===== config.mk =====
export PLATFORM = sky130hd
export DESIGN_NAME = bd_fetch_sequencer_flat
export DESIGN_NICKNAME = d
export VERILOG_FILES = /design/src/rtl/bd_fetch_sequencer_if.sv /design/src/rtl/bd_fetch_sequencer.sv /design/src/flat_wrapper.sv
export SDC_FILE = /design/constraint.sdc
export NUM_CORES = 1
export LEC_CHECK = 0
export ABC_AREA = 1
export CAP_MARGIN = 15
export CELL_PAD_IN_SITES_DETAIL_PLACEMENT = 2
export CELL_PAD_IN_SITES_GLOBAL_PLACEMENT = 2
export CORE_ASPECT_RATIO = 1.5
export CORE_MARGIN = 2
export CORE_UTILIZATION = 30
export CTS_CLUSTER_DIAMETER = 120
export DETAILED_ROUTE_END_ITERATION = 10
export GPL_TIMING_DRIVEN = 0
export PLACE_DENSITY_LB_ADDON = 0.1
export SLEW_MARGIN = 20
export SYNTH_ARGS = -nofsm -noshare
export SYNTH_HDL_FRONTEND = slang
export SYNTH_SLANG_ARGS = --single-unit

===== constraint.sdc =====
create_clock -name clock -period 4 [get_ports clock]
set_input_delay 1.2 -clock clock [delete_from_list [all_inputs] [get_ports clock]]
set_output_delay 1.2 -clock clock [all_outputs]
set_load 0.02 [all_outputs]

===== src/rtl/bd_fetch_sequencer_if.sv =====
// BD fetch sequencer bus: BD RAM read port, fetch request and descriptor handoff.
// The sequencer uses the master view; the RAM and channel engine side uses slave.
interface bd_fetch_sequencer_if #(
    parameter int NUM_INT_BDS_WIDTH = 2
);
    logic                           fetchReq;
    logic [NUM_INT_BDS_WIDTH-1:0]   fetchBdNum;
    logic                           fetchRdy;
    logic                           bdRdEn;
    logic [NUM_INT_BDS_WIDTH+1:0]   bdRdAddr;
    logic [31:0]                    bdRdData;
    logic                           bdEccSb;
    logic                           bdEccDb;
    logic                           bdValid;
    logic                           bdReady;
    logic [NUM_INT_BDS_WIDTH-1:0]   bdNumOut;
    logic [31:0]                    bdConfig;
    logic [31:0]                    bdSrcAddr;
    logic [31:0]                    bdDstAddr;
    logic [31:0]                    bdByteCnt;
    logic                           bdInvalid;
    logic                           bdEccErr;
    logic [7:0]                     sbErrCnt;
    logic                           clrErrCnt;

    modport master (
        input  fetchReq, fetchBdNum, bdRdData, bdEccSb, bdEccDb, bdReady, clrErrCnt,
        output fetchRdy, bdRdEn, bdRdAddr, bdValid, bdNumOut, bdConfig, bdSrcAddr,
               bdDstAddr, bdByteCnt, bdInvalid, bdEccErr, sbErrCnt
    );

    modport slave (
        output fetchReq, fetchBdNum, bdRdData, bdEccSb, bdEccDb, bdReady, clrErrCnt,
        input  fetchRdy, bdRdEn, bdRdAddr, bdValid, bdNumOut, bdConfig, bdSrcAddr,
               bdDstAddr, bdByteCnt, bdInvalid, bdEccErr, sbErrCnt
    );
endinterface


===== src/rtl/bd_fetch_sequencer.sv =====
// BD fetch sequencer: reads one 4-word buffer descriptor from the BD RAM,
// screens ECC and validity, and hands the record to the channel engine.
//
// state   | meaning
// IDLE    | ready for a fetch request
// ISSUE   | four back-to-back RAM reads being issued
// DRAIN   | waiting for the word 3 return, then judging the record
// PRESENT | record held on bdValid until bdReady
module bd_fetch_sequencer #(
    parameter int NUM_INT_BDS_WIDTH = 2,
    parameter int RD_LAT            = 2
) (
    input logic                  clock,
    input logic                  resetn,
    bd_fetch_sequencer_if.master bus
);
    localparam int AW = NUM_INT_BDS_WIDTH + 2;

    typedef enum logic [1:0] {IDLE, ISSUE, DRAIN, PRESENT} state_t;

    state_t                       state_q, state_d;
    logic [NUM_INT_BDS_WIDTH-1:0] bd_num_q, bd_num_d;
    logic                         fetch_rdy_q, fetch_rdy_d;
    logic                         rd_en_q, rd_en_d;
    logic [AW-1:0]                rd_addr_q, rd_addr_d;
    logic                         valid_q, valid_d;
    logic                         invalid_q, invalid_d;
    logic                         ecc_err_q, ecc_err_d;
    logic                         db_sticky_q, db_sticky_d;

    logic [RD_LAT-1:0]            pipe_en_q;
    logic [1:0]                   pipe_idx_q [RD_LAT];
    logic [31:0]                  word_q [4];
    logic [7:0]                   sb_cnt_q;

    logic                         cap_en;
    logic [1:0]                   cap_idx;
    logic                         last_cap;

    assign cap_en   = pipe_en_q[RD_LAT-1];
    assign cap_idx  = pipe_idx_q[RD_LAT-1];
    assign last_cap = cap_en && (cap_idx == 2'd3);

    always_comb begin
        state_d     = state_q;
        bd_num_d    = bd_num_q;
        fetch_rdy_d = fetch_rdy_q;
        rd_en_d     = 1'b0;
        rd_addr_d   = rd_addr_q;
        valid_d     = valid_q;
        invalid_d   = 1'b0;
        ecc_err_d   = 1'b0;
        db_sticky_d = db_sticky_q | (cap_en & bus.bdEccDb);
        case (state_q)
            IDLE: begin
                if (bus.fetchReq) begin
                    bd_num_d    = bus.fetchBdNum;
                    fetch_rdy_d = 1'b0;
                    rd_en_d     = 1'b1;
                    rd_addr_d   = {bus.fetchBdNum, 2'd0};
                    db_sticky_d = 1'b0;
                    state_d     = ISSUE;
                end
            end
            ISSUE: begin
                if (rd_addr_q[1:0] == 2'd3) begin
                    state_d = DRAIN;
                end else begin
                    rd_en_d   = 1'b1;
                    rd_addr_d = {bd_num_q, rd_addr_q[1:0] + 2'd1};
                end
            end
            DRAIN: begin
                // Word 3 is judged as it arrives so bdValid follows its capture directly.
                if (last_cap) begin
                    if (db_sticky_q || bus.bdEccDb) begin
                        ecc_err_d   = 1'b1;
                        fetch_rdy_d = 1'b1;
                        state_d     = IDLE;
                    end else if (!word_q[0][0] || (bus.bdRdData == 32'd0)) begin
                        invalid_d   = 1'b1;
                        fetch_rdy_d = 1'b1;
                        state_d     = IDLE;
                    end else begin
                        valid_d = 1'b1;
                        state_d = PRESENT;
                    end
                end
            end
            PRESENT: begin
                if (bus.bdReady) begin
                    valid_d     = 1'b0;
                    fetch_rdy_d = 1'b1;
                    state_d     = IDLE;
                end
            end
            default: begin
                state_d     = IDLE;
                fetch_rdy_d = 1'b1;
                valid_d     = 1'b0;
            end
        endcase
    end

    always_ff @(posedge clock or negedge resetn) begin
        if (!resetn) begin
            state_q     <= IDLE;
            bd_num_q    <= '0;
            fetch_rdy_q <= 1'b1;
            rd_en_q     <= 1'b0;
            rd_addr_q   <= '0;
            valid_q     <= 1'b0;
            invalid_q   <= 1'b0;
            ecc_err_q   <= 1'b0;
            db_sticky_q <= 1'b0;
        end else begin
            state_q     <= state_d;
            bd_num_q    <= bd_num_d;
            fetch_rdy_q <= fetch_rdy_d;
            rd_en_q     <= rd_en_d;
            rd_addr_q   <= rd_addr_d;
            valid_q     <= valid_d;
            invalid_q   <= invalid_d;
            ecc_err_q   <= ecc_err_d;
            db_sticky_q <= db_sticky_d;
        end
    end

    // Read-latency shadow of the issued reads; clearing it on reset drops in-flight returns.
    always_ff @(posedge clock or negedge resetn) begin
        if (!resetn) begin
            pipe_en_q <= '0;
            for (int i = 0; i < RD_LAT; i++) pipe_idx_q[i] <= 2'd0;
            for (int i = 0; i < 4; i++) word_q[i] <= 32'd0;
            sb_cnt_q <= 8'd0;
        end else begin
            pipe_en_q[0]  <= rd_en_q;
            pipe_idx_q[0] <= rd_addr_q[1:0];
            for (int i = 1; i < RD_LAT; i++) begin
                pipe_en_q[i]  <= pipe_en_q[i-1];
                pipe_idx_q[i] <= pipe_idx_q[i-1];
            end
            if (cap_en) word_q[cap_idx] <= bus.bdRdData;
            if (bus.clrErrCnt)
                sb_cnt_q <= 8'd0;
            else if (cap_en && bus.bdEccSb && !bus.bdEccDb && (sb_cnt_q != 8'hFF))
                sb_cnt_q <= sb_cnt_q + 8'd1;
        end
    end

    assign bus.fetchRdy  = fetch_rdy_q;
    assign bus.bdRdEn    = rd_en_q;
    assign bus.bdRdAddr  = rd_addr_q;
    assign bus.bdValid   = valid_q;
    assign bus.bdNumOut  = bd_num_q;
    assign bus.bdConfig  = word_q[0];
    assign bus.bdSrcAddr = word_q[1];
    assign bus.bdDstAddr = word_q[2];
    assign bus.bdByteCnt = word_q[3];
    assign bus.bdInvalid = invalid_q;
    assign bus.bdEccErr  = ecc_err_q;
    assign bus.sbErrCnt  = sb_cnt_q;
endmodule


===== src/flat_wrapper.sv =====
// flat-port wrapper written by rule: the top's interface ports become plain ports
module bd_fetch_sequencer_flat 
#(
    parameter int NUM_INT_BDS_WIDTH = 2,
    parameter int RD_LAT            = 2
)
  (clock, resetn, bus_fetchReq, bus_fetchBdNum, bus_bdRdData, bus_bdEccSb, bus_bdEccDb, bus_bdReady, bus_clrErrCnt, bus_fetchRdy, bus_bdRdEn, bus_bdRdAddr, bus_bdValid, bus_bdNumOut, bus_bdConfig, bus_bdSrcAddr, bus_bdDstAddr, bus_bdByteCnt, bus_bdInvalid, bus_bdEccErr, bus_sbErrCnt);
  bd_fetch_sequencer_if #(.NUM_INT_BDS_WIDTH(NUM_INT_BDS_WIDTH)) bus_i ();
  input logic clock;
  input logic resetn;
  input wire logic [$bits(bus_i.fetchReq)-1:0] bus_fetchReq;
  input wire logic [$bits(bus_i.fetchBdNum)-1:0] bus_fetchBdNum;
  input wire logic [$bits(bus_i.bdRdData)-1:0] bus_bdRdData;
  input wire logic [$bits(bus_i.bdEccSb)-1:0] bus_bdEccSb;
  input wire logic [$bits(bus_i.bdEccDb)-1:0] bus_bdEccDb;
  input wire logic [$bits(bus_i.bdReady)-1:0] bus_bdReady;
  input wire logic [$bits(bus_i.clrErrCnt)-1:0] bus_clrErrCnt;
  output wire logic [$bits(bus_i.fetchRdy)-1:0] bus_fetchRdy;
  output wire logic [$bits(bus_i.bdRdEn)-1:0] bus_bdRdEn;
  output wire logic [$bits(bus_i.bdRdAddr)-1:0] bus_bdRdAddr;
  output wire logic [$bits(bus_i.bdValid)-1:0] bus_bdValid;
  output wire logic [$bits(bus_i.bdNumOut)-1:0] bus_bdNumOut;
  output wire logic [$bits(bus_i.bdConfig)-1:0] bus_bdConfig;
  output wire logic [$bits(bus_i.bdSrcAddr)-1:0] bus_bdSrcAddr;
  output wire logic [$bits(bus_i.bdDstAddr)-1:0] bus_bdDstAddr;
  output wire logic [$bits(bus_i.bdByteCnt)-1:0] bus_bdByteCnt;
  output wire logic [$bits(bus_i.bdInvalid)-1:0] bus_bdInvalid;
  output wire logic [$bits(bus_i.bdEccErr)-1:0] bus_bdEccErr;
  output wire logic [$bits(bus_i.sbErrCnt)-1:0] bus_sbErrCnt;
  assign bus_i.fetchReq = bus_fetchReq;
  assign bus_i.fetchBdNum = bus_fetchBdNum;
  assign bus_i.bdRdData = bus_bdRdData;
  assign bus_i.bdEccSb = bus_bdEccSb;
  assign bus_i.bdEccDb = bus_bdEccDb;
  assign bus_i.bdReady = bus_bdReady;
  assign bus_i.clrErrCnt = bus_clrErrCnt;
  assign bus_fetchRdy = bus_i.fetchRdy;
  assign bus_bdRdEn = bus_i.bdRdEn;
  assign bus_bdRdAddr = bus_i.bdRdAddr;
  assign bus_bdValid = bus_i.bdValid;
  assign bus_bdNumOut = bus_i.bdNumOut;
  assign bus_bdConfig = bus_i.bdConfig;
  assign bus_bdSrcAddr = bus_i.bdSrcAddr;
  assign bus_bdDstAddr = bus_i.bdDstAddr;
  assign bus_bdByteCnt = bus_i.bdByteCnt;
  assign bus_bdInvalid = bus_i.bdInvalid;
  assign bus_bdEccErr = bus_i.bdEccErr;
  assign bus_sbErrCnt = bus_i.sbErrCnt;
  bd_fetch_sequencer #(.NUM_INT_BDS_WIDTH(NUM_INT_BDS_WIDTH), .RD_LAT(RD_LAT)) u_core (.clock(clock), .resetn(resetn), .bus(bus_i));
endmodule

==> out/summary.md <==
The number of synthesized flops with an enable pin came out at 0. For the overall die area, the log shows 0.02110 mm^2. The worst register-to-register path begins at u_core.bus.sbErrCnt[0]. The startpoint-to-endpoint class of the critical path was flop to primary output.

After detailed routing, the number of vias per cell comes to 4.803. Hold repair after CTS inserted 0 buffers. The cell sitting at the root of the clock tree is a sky130_fd_sc_hd__clkbuf_16. For this design, the sink count on the clock tree is 156. The logs give 17 for the CTS buffer count and 15720 um for the HPWL after detailed placement. Summing the areas of all compound-gate instances in the mapped netlist gives 12.87% of the synthesized area. The upper clock frequency limit is 361.0 MHz. The library cells used most frequently in the layout, excluding fill and tap cells, are sky130_fd_sc_hd__clkdlybuf4s50_1 (186), sky130_fd_sc_hd__nand2_1 (166), sky130_fd_sc_hd__dfrtp_1 (155). Relative to the synthesized area, the layout overhead comes to 47.62%. Before antenna repair, the detailed router went through 4 iterations. The floorplan has 63 rows. The initial antenna violation count is 0, and the max-slew violation count is 0.

The share of the Yosys chip area taken by registers is 65.29%. The mean area per synthesized cell was 9.662 um^2; the actual transition at the worst max-transition pin was 0.6833 ns. Across all hold checks on the routed design, the worst slack comes to 0.3744 ns. For the number of endpoints with negative hold slack in the final report, the log shows 0. Dividing total power by cell area gives a power density of 934.1 mW/mm^2.

After synthesis, the cell types taking the most area are sky130_fd_sc_hd__dfrtp_1 (65%), sky130_fd_sc_hd__o21ai_0 (11%), sky130_fd_sc_hd__nand2_1 (10%), sky130_fd_sc_hd__inv_1 (3.3%), sky130_fd_sc_hd__nor2_1 (2.0%). The die is 176.9 um tall. Counting the fill cells in the layout gives 2091. The simple logic cell fraction of the synthesized area was 15.27%. For this block, the initial DRC count from the detailed router was 202. The H-tree depth reported by CTS is 4.

After technology mapping, the gate count stands at 619. Dominant register cell in the synthesized netlist: sky130_fd_sc_hd__dfrtp_1. Measured in cells, the most critical reg-to-reg path has a length of 8.

Setup repair after global routing left no endpoint under its margin. In the routed design, unresolved DRC markers number 0. The total overflow left after global routing is 0.

The ratio of cells with drive above 1 in the final layout is 6.913%. The count of buffering cells on the critical path with inverters included was 1; the area inside the core boundary was 0.01963 mm^2. The post-layout total power is 8247 uW.

Maximum buffer depth of the clock tree: 2. Critical path startpoint category: a flop. Routability-driven placement finished with a final weighted congestion of 0.7614. The worst pin sits at a relative slew slack of 54.44%. The synthesized design spends more area on one cell type than any other, namely sky130_fd_sc_hd__dfrtp_1. The count of final setup violators was 0. In this run the count of I/O pins placed on the die edge is 188. The worst-case hold path end point was u_core.pipe_en_q[1]. The top cell type by area accounts for 64.85% of the synthesized area. In the final design database the tool counted 869 nets. The total via count in the routed design is 5279, and the routed wire length is 21780 um.

Once the clock tree was built, the setup fixing pass inserted 0 buffers. For flop-to-flop paths, the worst setup slack is 2.14 ns. The endpoint arrival time on the critical path came out at 1.57 ns. The tools report the number of global-route vias before repair as 6007. Cell family with the largest share of critical-path delay: buffers and inverters. The tools report the number of gates resized after CTS as 0. Along the worst path, the maximum fanout reaches 2.

The run gives 0.43 ns as the later-pin clock latency in the skew report. The total of buffers placed on input and output ports is 187, and the fraction of registers with async set/reset is 100.0%. After detailed routing, the average wire length per cell comes to 19.81 um. The worst hold path was traced through 0 stages. The mapped netlist covers 0.005981 mm^2.

The critical hold path startpoint was u_core.pipe_en_q[0]. Final critical path time including I/O delays and setup: 2.770 ns. The critical path goes through clkdlybuf4s50_1.

The worst register-to-register path ends at u_core.bus.sbErrCnt[6]. Counting flops and latches in the post-synthesis netlist gives 156. The mux share of post-synthesis cell area is 0.3766%.

In this run the remaining antenna-violating nets after routing total 0. The number of inserted diodes was 0. Entering global routing, the biggest net connects 85 pins. The adder-cell area share of the yosys netlist was 0.4184%. The largest single stage delay on the critical path is 0.61 ns.

Clock-pin slew was measured on the worst setup and hold paths at 0.06 ns. For the worst setup path, the data required time is 2.80 ns. The count of distinct cell types in the synthesized netlist came out at 32.

The total routing usage reported by global routing came out at 21.55%. Slowest library cell on the worst path: sky130_fd_sc_hd__clkdlybuf4s50_1. Measured along the x axis, the die boundary spans 119.3 um. The library cell used most frequently in the layout, excluding fill and tap cells, is sky130_fd_sc_hd__clkdlybuf4s50_1.

First-pass GRT wire length: 34200 um. The worst clock skew was 0.006184 ns. STA classifies the critical path endpoint as a primary output. The logs give 30.47% for the effective utilization at floorplan and 0 for the total number of yosys warnings. The number of nets produced by synthesis is 662. In this run the worst hold path is classified as flop to flop. Summed over all cells, the static leakage comes to 0.004035 uW. The xor/xnor share of the synthesized area is 0.2929%, and the max-capacitance violation count is 0.

Largest voltage drop on the vdd net: 0.0004755 V. The run finished with clean final reports. TritonCTS built the clock tree.

Of the available clock period, the critical path in the final layout requires 69.26%. The main combinational cell family by area after synthesis was simple AND/OR/NAND/NOR gates.
## routing by layer
| layer | GRT usage, % | vias to the layer above | wire, um |
|---|---|---|---|
| met5 | 0 | - | 0 |
| met4 | 7.986 | 0 | 482 |
| met3 | 5.606 | 33 | 1174 |
| met2 | 40.35 | 145 | 11970 |
| met1 | 23.06 | 2697 | 8148 |
| li1 | - | 2404 | - |
## power breakdown
part	internal (uW)	switching, uW
combinational	1600	2140
sequential	2330	482
clock	1020	678
## registers in the layout (all words and copies together), names as in the netlist, 4 cells and up
signal,cells
u_core.bus.bdConfig,32
u_core.bus.sbErrCnt,8
u_core.bus.bdSrcAddr,32
u_core.bus.bdByteCnt,32
u_core.bus.bdDstAddr,32
u_core.bus.bdRdAddr,4
## final cells by class
type,instances,area [um^2],share of cell area (%)
well taps,260,325.3,3.685
plain buffers,26,105.1,1.190
flip-flops and latches,156,3905,44.23
repair buffers,188,1904,21.57
clock inverters,13,165.2,1.871
inverters,58,222.7,2.523
multi-input cells,379,1748,19.80
clock buffers,19,452.9,5.130
## worst max path at each step
stage / startpoint / endpoint / cells past startpoint
6_report: u_core.bus.fetchRdy / bus_fetchRdy / 1
5_1_grt: u_core.bus.fetchRdy / bus_fetchRdy / 1
4_1_cts: u_core.bus.fetchRdy / bus_fetchRdy / 1
3_5_place_dp: bus_bdRdData[2] / u_core.bus.bdValid / 9
3_3_place_gp: resetn / u_core.bus.bdRdAddr[2] / 1
2_1_floorplan: bus_bdRdData[31] / u_core.bus.fetchRdy / 10
## worst register-to-register path, delay by kind of cell (launching register included)
family          cells  cell delay (ns)
fa+ha+maj           1             0.25
compound gates      2             0.61
simple gates        5             0.50
flops               1             0.42
## kinds of logic (layout without fill, tap and decap cells)
kind of cell | Yosys count | after routing
XOR/XNOR | 2 | 2
AND/OR/NAND/NOR | 223 | 223
adder cells (fa/ha/maj) | 2 | 2
buffers and inverters | 84 | 304
flip-flops | 156 | 156
multiplexers | 2 | 2
AO/OA/AOI/OAI | 150 | 150
## per-stage QoR
step                setup TNS [ns]  area, um^2  util (%)  setup slack (ns)  instances
global route                     0        8828     44.98             1.189       1099
CTS                              0        8828     44.98             1.193       1099
global placement           -729.08        8178     41.67            -4.704       1066
floorplan                        0        5981         -             2.070        619
finish                           0        8828     44.98             1.230       1099
detailed placement               0        8210     41.83             1.201       1067
## cells in the mapped netlist, drive strengths merged, types with 2 or more instances
| master | number |
|---|---|
| ha | 2 |
| mux2 | 2 |
| nand4 | 2 |
| a22oi | 2 |
| a21oi | 5 |
| clkbuf | 20 |
| buf | 6 |
| nand2 | 169 |
| a31oi | 2 |
| dfrtp | 155 |
| inv | 57 |
| nor2 | 36 |
| xor2 | 2 |
| nor3 | 3 |
| nand3 | 11 |
| o21ai | 138 |
(Power assumes the default switching activity.)
